--- config.mk ---
export PLATFORM = sky130hd
export DESIGN_NAME = time_countdown
export DESIGN_NICKNAME = d
export VERILOG_FILES = /design/src/rtl/time_countdown.sv
export SDC_FILE = /design/constraint.sdc
export NUM_CORES = 1
export LEC_CHECK = 0
export BUFFER_PORTS_ARGS = -buffer_cell sky130_fd_sc_hd__buf_4
export CAP_MARGIN = 15
export CORE_MARGIN = 3
export CORE_UTILIZATION = 40
export DETAILED_ROUTE_END_ITERATION = 8
export PLACE_DENSITY_LB_ADDON = 0.08
export SETUP_SLACK_MARGIN = 0.2
export SYNTH_ARGS = -nofsm -noshare
export SYNTH_HDL_FRONTEND = slang
export SYNTH_SLANG_ARGS = --single-unit
--- constraint.sdc ---
create_clock -name clk -period 5.9 [get_ports clk]
set_clock_uncertainty 0.2 [all_clocks]
set_input_delay 1.18 -clock clk [delete_from_list [all_inputs] [get_ports clk]]
set_output_delay 1.18 -clock clk [all_outputs]
set_load 0.02 [all_outputs]
--- src/rtl/time_countdown.sv ---
// Down-counting mm:ss timer with a per-second prescaler.
// Emits a 1-cycle second strobe on each decrement and a done pulse at 00:00.
module time_countdown #(
  parameter int CLK_HZ  = 100_000_000,
  parameter int SEC_MAX = 59
) (
  input  logic       clk,
  input  logic       rst,
  input  logic       load,
  input  logic [5:0] load_min,
  input  logic [5:0] load_sec,
  input  logic       start,
  input  logic       pause,
  output logic [5:0] min_counter,
  output logic [5:0] sec_counter,
  output logic       second,
  output logic       running,
  output logic       done
);

  localparam int PW = (CLK_HZ > 1) ? $clog2(CLK_HZ) : 1;
  localparam logic [PW-1:0] P_LAST = PW'(CLK_HZ - 1);
  localparam logic [5:0] SMAX = 6'(SEC_MAX);

  typedef enum logic [1:0] {
    IDLE,
    RUN,
    PAUSED,
    EXPIRED
  } state_e;

  state_e state_q, state_d;

  logic [5:0]    min_q, min_d;
  logic [5:0]    sec_q, sec_d;
  logic [PW-1:0] presc_q, presc_d;
  logic          second_q, second_d;
  logic          done_q, done_d;
  logic          running_q, running_d;
  logic          tick;
  logic          nonzero;
  logic          last;

  function automatic logic [5:0] sat(input logic [5:0] v);
    return (v > SMAX) ? SMAX : v;
  endfunction

  // Registered state, count, prescaler and output pulses
  always_ff @(posedge clk or negedge rst) begin
    if (!rst) begin
      state_q   <= IDLE;
      min_q     <= '0;
      sec_q     <= '0;
      presc_q   <= '0;
      second_q  <= 1'b0;
      done_q    <= 1'b0;
      running_q <= 1'b0;
    end else begin
      state_q   <= state_d;
      min_q     <= min_d;
      sec_q     <= sec_d;
      presc_q   <= presc_d;
      second_q  <= second_d;
      done_q    <= done_d;
      running_q <= running_d;
    end
  end

  // Command decode (load > pause > start) and per-second decrement
  always_comb begin
    state_d  = state_q;
    min_d    = min_q;
    sec_d    = sec_q;
    presc_d  = presc_q;
    second_d = 1'b0;
    done_d   = 1'b0;
    tick     = (state_q == RUN) && (presc_q == P_LAST);
    nonzero  = (min_q != 6'd0) || (sec_q != 6'd0);
    last     = (min_q == 6'd0) && (sec_q == 6'd1);
    if (load) begin
      min_d   = sat(load_min);
      sec_d   = sat(load_sec);
      presc_d = '0;
      state_d = IDLE;
    end else begin
      unique case (state_q)
        IDLE: begin
          if (start && nonzero) begin
            state_d = RUN;
            presc_d = '0;
          end
        end
        RUN: begin
          if (pause) begin
            state_d = PAUSED;
            // a swallowed tick stays pending so no second is lost
            if (!tick) presc_d = presc_q + PW'(1);
          end else if (tick) begin
            presc_d  = '0;
            second_d = 1'b1;
            if (sec_q != 6'd0) begin
              sec_d = sec_q - 6'd1;
            end else begin
              min_d = min_q - 6'd1;
              sec_d = SMAX;
            end
            if (last) begin
              done_d  = 1'b1;
              state_d = EXPIRED;
            end
          end else begin
            presc_d = presc_q + PW'(1);
          end
        end
        PAUSED: begin
          if (start) state_d = RUN;
        end
        EXPIRED: begin
          state_d = EXPIRED;
        end
      endcase
    end
    running_d = (state_d == RUN);
  end

  assign min_counter = min_q;
  assign sec_counter = sec_q;
  assign second      = second_q;
  assign running     = running_q;
  assign done        = done_q;

endmodule

* Yosys cells after proc, flatten, opt, wreduce, memory -nomap -nowiden
Cells that the tools add are included.
Cells by class: add/sub/neg operators 3, mux-type cells 34, equal/unequal tests 10, order comparisons 2, reductions and logical operators 14
Operator list (number):
- 27-bit 2-to-1 mux | 5
- 6-bit 2-to-1 mux | 12
- 27-bit one-hot mux with 2 select lines | 1
- 27-bit by 1-bit adder with 27-bit output, second input constant | 1
- 27-bit == test, second input constant | 1
- 6-bit > comparator, second input constant | 2
- 2-bit 2-to-1 mux | 6
- 6-bit nonzero test | 2
- 6-bit by 1-bit subtractor with 6-bit output, second input constant | 2
- 1-bit 2-to-1 mux | 9
- 2-bit one-hot mux with 4 select lines | 1
- 6-bit by 1-bit == test with 1-bit output, second input constant | 1
- 6-bit logical NOT | 1
- 3-bit AND reduction | 2
- 2-bit by 1-bit == test with 1-bit output, second input constant | 2
- 2-bit == test, second input constant | 2
- 2-bit inequality test, second input constant | 2
- 4-bit inequality test, second input constant | 1
- 4-bit AND reduction | 1
- 2-bit nonzero test | 2
- 1-bit logical AND | 3
- 3-bit inequality test, second input constant | 1
- 3-bit nonzero test | 1
- 2-bit logical NOT | 1
- 1-bit logical OR | 1
Word-level totals: logic and storage cells 70, bits of input ports 17, bits in registers 44

* Logic depth before layout (Yosys ltp)
Gate-level depths: netlist of run 1.
word-level depth 8, depth in mapped cells 9, gate-level depth less buffers 7

* Least setup slack after synthesis of run 1
OpenSTA, ideal clock, no wires.
path kind input to register, from input port load, to register presc_q[11], required time 5.618 ns, stages on the path 7, buffers on the path 3, setup slack 3.232 ns, data arrival time 2.386 ns, setup time 0.082 ns, cell sequence clkbuf_1 > inv_1 > clkbuf_1 > and2_1 > buf_1 > nand3_1 > a31oi_1
Between the ends: word-level cells in the longest chain between the ends 2, elaborated cells between the ends (all ways) 5, classes of those cells eq/ne (2); mux (1); reduce/logical (2)
Ends and longest elaborated chain:
- start: declaration | line 9 | input logic load,
- 4-bit inequality test (no source line), or another cell as far along
- 3-bit AND reduction (no source line)
- end signal: assignment | line 62 | presc_q <= presc_d;
- end: declaration | line 36 | logic [PW-1:0] presc_q, presc_d;
Parallel ways exist; a longest one is shown, timed or not. A chain may end at the register's enable or synchronous reset.

* Worst setup path after layout of run 1
from input port load, to register presc_q[22]
Same word-level chain as after synthesis.

==> results of run 1 <==
final cells by class:
class                   count  area [um^2]
clock buffers               6         82.6
clock inverters             2         10.0
fillers                   669         3620
inverters                  10         37.5
multi-input cells         256         1640
flip-flops and latches     44         1100
well taps                  96          120
repair buffers             34          255
worst reg2reg max path, stage by stage, from the launching register on:
cell	delay (ns)
dfrtp_1	0.42
ha_1	0.25
and4_1	0.40
nand2_1	0.23
nor4_2	0.88
o311ai_0	0.23
nor2b_1	0.18
cells in the mapped netlist, drive strengths merged (4+ instances only):
library cell  count
a21oi            24
a31oi            23
a41oi             4
and2              4
and3              9
and4              7
buf               4
clkbuf           15
dfrtp            44
ha                6
inv              10
nand2            30
nand3            21
nand4            12
nor2             19
nor2b             5
nor3             10
nor4             12
o21ai            10
o31ai             7
or3               9
or4               6
routing by layer:
metal	up-vias	track usage [%]
li1	1323	-
met1	1324	29.3
met2	71	29.3
met3	6	3.08
met4	0	3.77
met5	-	0
power by group:
group          leakage, nW  switching [mW]  internal (mW)
clock               0.0510           0.107         0.0936
sequential           0.586          0.0151          0.312
combinational        0.665          0.0609         0.0403
total                 1.30           0.183          0.446
sequential cells by signal (all words and copies together), names as in the netlist:
| register | flops |
|---|---|
| presc_q | 27 |
| min_counter | 6 |
| sec_counter | 6 |
| state_q | 2 |
| done | 1 |
| running | 1 |
| second | 1 |
stage by stage:
step           utilization (%)  cell area (um^2)
3_3_place_gp              45.8              3150
3_5_place_dp              45.8              3150
5_1_grt                   47.3              3250
2_1_floorplan                -              2880
4_1_cts                   47.2              3240
6_report                  47.3              3250
cells by family (layout without fill, tap and decap cells):
kind of cell             after synthesis  in the layout  share of synthesized area, %
AND/OR/NAND/NOR                      157            157                          32.1
AO/OA/AOI/OAI                         91             91                          21.7
flip-flops                            44             44                          38.2
buffers and inverters                 29             52                          4.69
adder cells (fa/ha/maj)                6              6                          2.61
multiplexers                           2              2                         0.695
worst max-delay path by stage:
stage | end | startpoint | cells after the start
global placement | presc_q[22] | load | 6
CTS | presc_q[22] | load | 6
detailed placement | presc_q[22] | load | 6
global route | presc_q[22] | load | 7
finish | presc_q[22] | load | 7
floorplan | presc_q[11] | load | 7
==> metrics.md, run 1 <==
| Metric | Value |
|---|---|
| Status | `finished clean` |
| Crit path top cell by count | `buf_4` |
| Worst R2R Start | `presc_q[0]` |
| Die H | `90.8 um` |
| Final ANT Viol Nets | `0` |
| Setup Buffers After CTS | `0` |
| Top cells by area, synth | `dfrtp_1, a31oi_1, a21oi_1` |
| Kind of critical path | `in -> reg` |
| Yosys reg bits | `44` |
| Post-synth top area cell | `dfrtp_1` |
| CTS resizes | `0` |
| Post-Synthesis Cell Area | `2880 um^2` |
| Nets@finish | `374` |
| Tot GR Track Use | `19.4%` |
| Worst-path clk slew | `~0.08 ns` |
| Hold slack | `0.323 ns` |
| TritonCTS clock tree | `yes` |
| Cells after DPL | `between 400 and 500` |
| Final setup viols | `0` |
| # DRC | `0` |
| Die area | `8250 um^2` |
| Post-Route Setup TNS | `0 ns` |
| Worst Hold Depth | `1` |
| Fin. Hold Viols | `0` |
| Relative slew slack | `35.1%` |
| Pin count of the biggest net entering global routing | `45` |
| Met3 wire len | `353 um` |
| Fin crit share | `54.6%` |
| HP Class | `reg -> reg` |
| GPL Wtd Cong | `0.788` |
| Top Ports | `32` |
| Top layer in use | `met4` |
| Vias in the first global route | `2,516` |
| Global-route wire length before repair | `between 10,000 and 15,000 um` |
| Met1 wire length | `3900 um` |
| Pwr Total | `0.629 mW` |
| Post-layout minimum cycle time | `~3.2 ns` |
| Critical path's largest stage delay | `about 0.65 ns` |
| Post-synth top area share | `38.2%` |
| Final WS setup | `2.68 ns` |
| Slew Limit Fails | `0` |
| Crit-path max FO | `27` |
| RSZ-0062 raised after global routing | `false` |
| Initial Util | `41.9%` |
| Worst path cell trace | `buf_4, inv_1, nand2_1, a21oi_1, buf_4, a41oi_1, a31oi_1` |
| Tightest Pin Transition | `approximately 0.97 ns` |
| Yosys warning total | `0` |
| P&R area growth vs syn | `12.9%` |
| Pleak | `around 1.3 nW` |
| Maximum vdd drop | `88.9 uV` |
| RR Endpoint | `presc_q[15]` |
| Drt initial violations | `234` |
| Hold_buf cts | `0` |
| CP max stage cell | `a21oi_1` |
| Htree depth | `2` |
| Fraction of final layout cells sized beyond drive strength 1 | `between 10% and 20%` |
| Row count | `30` |
| Met2 routed WL | `around 3500 um` |
| Dpl ws | `between 2 and 2.5 ns` |
| Port Buffers | `31` |
| Die width | `90.8 um` |
| TritonCTS buffer count | `5` |
| WP data required | `around 6 ns` |
| Core box area | `~6900 um^2` |
| Commonest non-fill, non-tap cell in the layout | `dfrtp_1` |
| EDFF count, synth | `0` |
| First drt pass iteration count | `6` |
| P per Cell Area | `194 nW/um^2` |
| Commonest non-fill, non-tap cells in the layout | `dfrtp_1, buf_4, nand2_1, a21oi_1, a31oi_1` |
| CTS root buf | `clkbuf_8` |
| CTS Sinks | `44` |
| Setup crit start kind | `input port` |
| Hold EP | `presc_q[26]` |
| Synth Area per Inst | `8.75 um^2` |
| Register area share after synthesis | `38.2%` |
| Delay-heaviest family, CP | `compound AO/OA/AOI/OAI gates` |
| Antenna cells | `0` |
| FF-to-FF path depth | `6` |
| R2R Setup Slk | `3.00 ns` |
| Maxcap violations | `0` |
| Vias | `2,724` |
| WL final | `7810 um` |
| Worst skew pair latency | `around 0.30 ns` |
| Hpwl dp | `5480 um` |
| Critical Path AT | `3.24 ns` |
| Initial antenna violation count | `0` |
| Vias per inst | `~6.1` |
| Wire per inst | `17.4 um` |
| Crit end category | `flip-flop` |
| Non-Filler Instances | `448` |
| Post-synthesis cell count | `329` |
| Async set-reset flop share out of synthesis | `100%` |
| Hold Startpoint | `presc_q[26]` |
| Synth Flop Type | `dfrtp_1` |
| Synth cell types | `between 50 and 60` |
| Grt total ovfl | `0` |
| CP Buf/Inv Count | `3` |
| CTS Buffer Depth | `2` |
| Syn_nets | `352` |
| Max Fclk | `about 310 MHz` |
Note: power is estimated with default switching activity, not from simulation.
==> run 2: changes to the inputs <==
clock period = 3.1 ns   (was 5.9 ns; I/O delays follow)
==> metrics.md, run 2 (synthesis gave the netlist of run 1 again) <==
| Metric | Value |
|---|---|
| Crit end category | `flip-flop` |
| First drt pass iteration count | `4 (-2)` |
| CTS Sinks | `44 (unchanged)` |
| CP Buf/Inv Count | `0 (-3)` |
| Final WS setup | `0.454 ns (-2.23 ns)` |
| WL final | `7980 um (+2.2%)` |
| Die width | `90.8 um (unchanged)` |
| TritonCTS buffer count | `5 (unchanged)` |
| P&R area growth vs syn | `16.1%` |
| Placed Area | `3250 um^2 (+3.1%)` |
| Hold_buf cts | `0 (unchanged)` |
| Die area | `8250 um^2 (unchanged)` |
| Vias per inst | `6.02 (-0.96%)` |
| Crit-path max FO | `18 (-33%)` |
| Maxcap violations | `0 (unchanged)` |
| Finished Cell Area | `3340 um^2 (+2.9%)` |
| Dpl ws | `0.467 ns (-1.69 ns)` |
| Initial antenna violation count | `0 (unchanged)` |
| Wire per inst | `17.4 um (-0.29%)` |
| Drt initial violations | `231 (-1.3%)` |
| Core box area | `6870 um^2 (unchanged)` |
| TritonCTS clock tree | `yes` |
| Vias in the first global route | `2,703 (+7.4%)` |
| Pleak | `1.36 nW (+4.7%)` |
| Status | `finished clean` |
| Hold slack | `0.111 ns (-0.212 ns)` |
| Worst-path clk slew | `0.09 ns (about the same)` |
| Slew Limit Fails | `0 (unchanged)` |
| Hpwl dp | `5750 um (+4.8%)` |
| Max Fclk | `378 MHz` |
| Grt total ovfl | `0 (unchanged)` |
| Tot GR Track Use | `20.2% (+0.79 points)` |
| RSZ-0062 raised after global routing | `false` |
| Commonest non-fill, non-tap cells in the layout | `buf_4, dfrtp_1, nand2_1, a21oi_1, a31oi_1` |
| Biggest register | `presc_q` |
| HP Class | `in -> async` |
| Critical path's largest stage delay | `0.71 ns (+0.06 ns)` |
| Kind of critical path | `reg -> reg` |
| Die H | `90.8 um (unchanged)` |
| Initial Util | `41.9% (unchanged)` |
| CTS Buffer Depth | `2 (unchanged)` |
| P per Cell Area | `366 nW/um^2 (+89%)` |
| Delay-heaviest family, CP | `simple AND/OR/NAND/NOR gates` |
| Critical Path AT | `2.63 ns (-0.61 ns)` |
| WP data required | `3.08 ns (-2.84 ns)` |
| Row count | `30 (unchanged)` |
| Global-route wire length before repair | `13,700 um (+3.5%)` |
| Final setup viols | `0 (unchanged)` |
| Largest register FFs | `27 (unchanged)` |
| Port Buffers | `31 (unchanged)` |
| Vias | `2,764 (+1.5%)` |
| Setup crit start kind | `flip-flop` |
| Top Ports | `32 (unchanged)` |
| Nets@finish | `386 (+3.2%)` |
| Final ANT Viol Nets | `0 (unchanged)` |
| CTS resizes | `0 (unchanged)` |
| Setup Buffers After CTS | `0 (unchanged)` |
| Antenna cells | `0 (unchanged)` |
| Fraction of final layout cells sized beyond drive strength 1 | `18.7% (+2.5 points)` |
| Tightest Pin Transition | `0.665 ns (-0.300 ns)` |
| Crit path top cell by count | `a21oi_1` |
| CP max stage cell | `or4_4` |
| GPL Wtd Cong | `0.855 (+8.6%)` |
| Fin crit share | `85.4%` |
| Worst skew pair latency | `0.30 ns (about the same)` |
| Pin count of the biggest net entering global routing | `45 (unchanged)` |
| CTS root buf | `clkbuf_8` |
| Post-Route Setup TNS | `0 ns (unchanged)` |
| Maximum vdd drop | `164 uV (+84%)` |
| Relative slew slack | `55.7% (+21 points)` |
| # DRC | `0 (unchanged)` |
| Htree depth | `2 (unchanged)` |
| Commonest non-fill, non-tap cell in the layout | `buf_4` |
| Fin. Hold Viols | `0 (unchanged)` |
| Post-layout minimum cycle time | `2.65 ns` |
| Pwr Total | `1.22 mW (+94%)` |
| Worst path cell trace | `ha_1, and4_1, nand2_1, or4_4, a21oi_1, a21oi_1` |
-- run 2: worst reg2reg max path, cell delays in order, from the launching register on --
cell	delay (ns)
dfrtp_1	0.41
ha_1	0.25
and4_1	0.38
nand2_1	0.21
or4_4	0.71
a21oi_1	0.30
a21oi_1	0.07
-- run 2: routing by layer --
metal	global-route usage, %	share of wire, %	wire (um)
met1	29.9	50	3980
met2	30.6	44	3520
met4	5.40	0.78	62
met3	3.25	5.3	424
met5	0	0	0
-- run 2: power breakdown --
group	internal [mW]	switching, mW
Clock	0.199	0.202
Combinational	0.0818	0.119
Sequential	0.594	0.0290
-- run 2: cell type report --
cell class,count,area (um^2)
inverters,10,37.5
repair buffers,46,345
flip-flops and latches,44,1100
clock buffers,7,96.3
well taps,96,120
multi-input cells,256,1640
fillers,710,3530
-- run 2: worst paths after layout --
kind                             start             end  slack [ns]  cells after the start
min reg2reg                presc_q[26]     presc_q[26]        0.32                      1
max reg2reg                 presc_q[0]     presc_q[25]        0.45                      6
min in group clk           presc_q[26]     presc_q[26]        0.32                      1
max                         presc_q[0]     presc_q[25]        0.45                      6
max in group asynchronous          rst     presc_q[18]        2.18                      1
min                                rst  min_counter[5]        0.11                      1
-- run 2: through the flow --
| stage | cells | util [%] |
|---|---|---|
| floorplan | 329 | - |
| global placement | 452 | 47.3 |
| detailed placement | 452 | 47.3 |
| CTS | 459 | 48.7 |
| global route | 459 | 48.7 |
| finish | 459 | 48.7 |
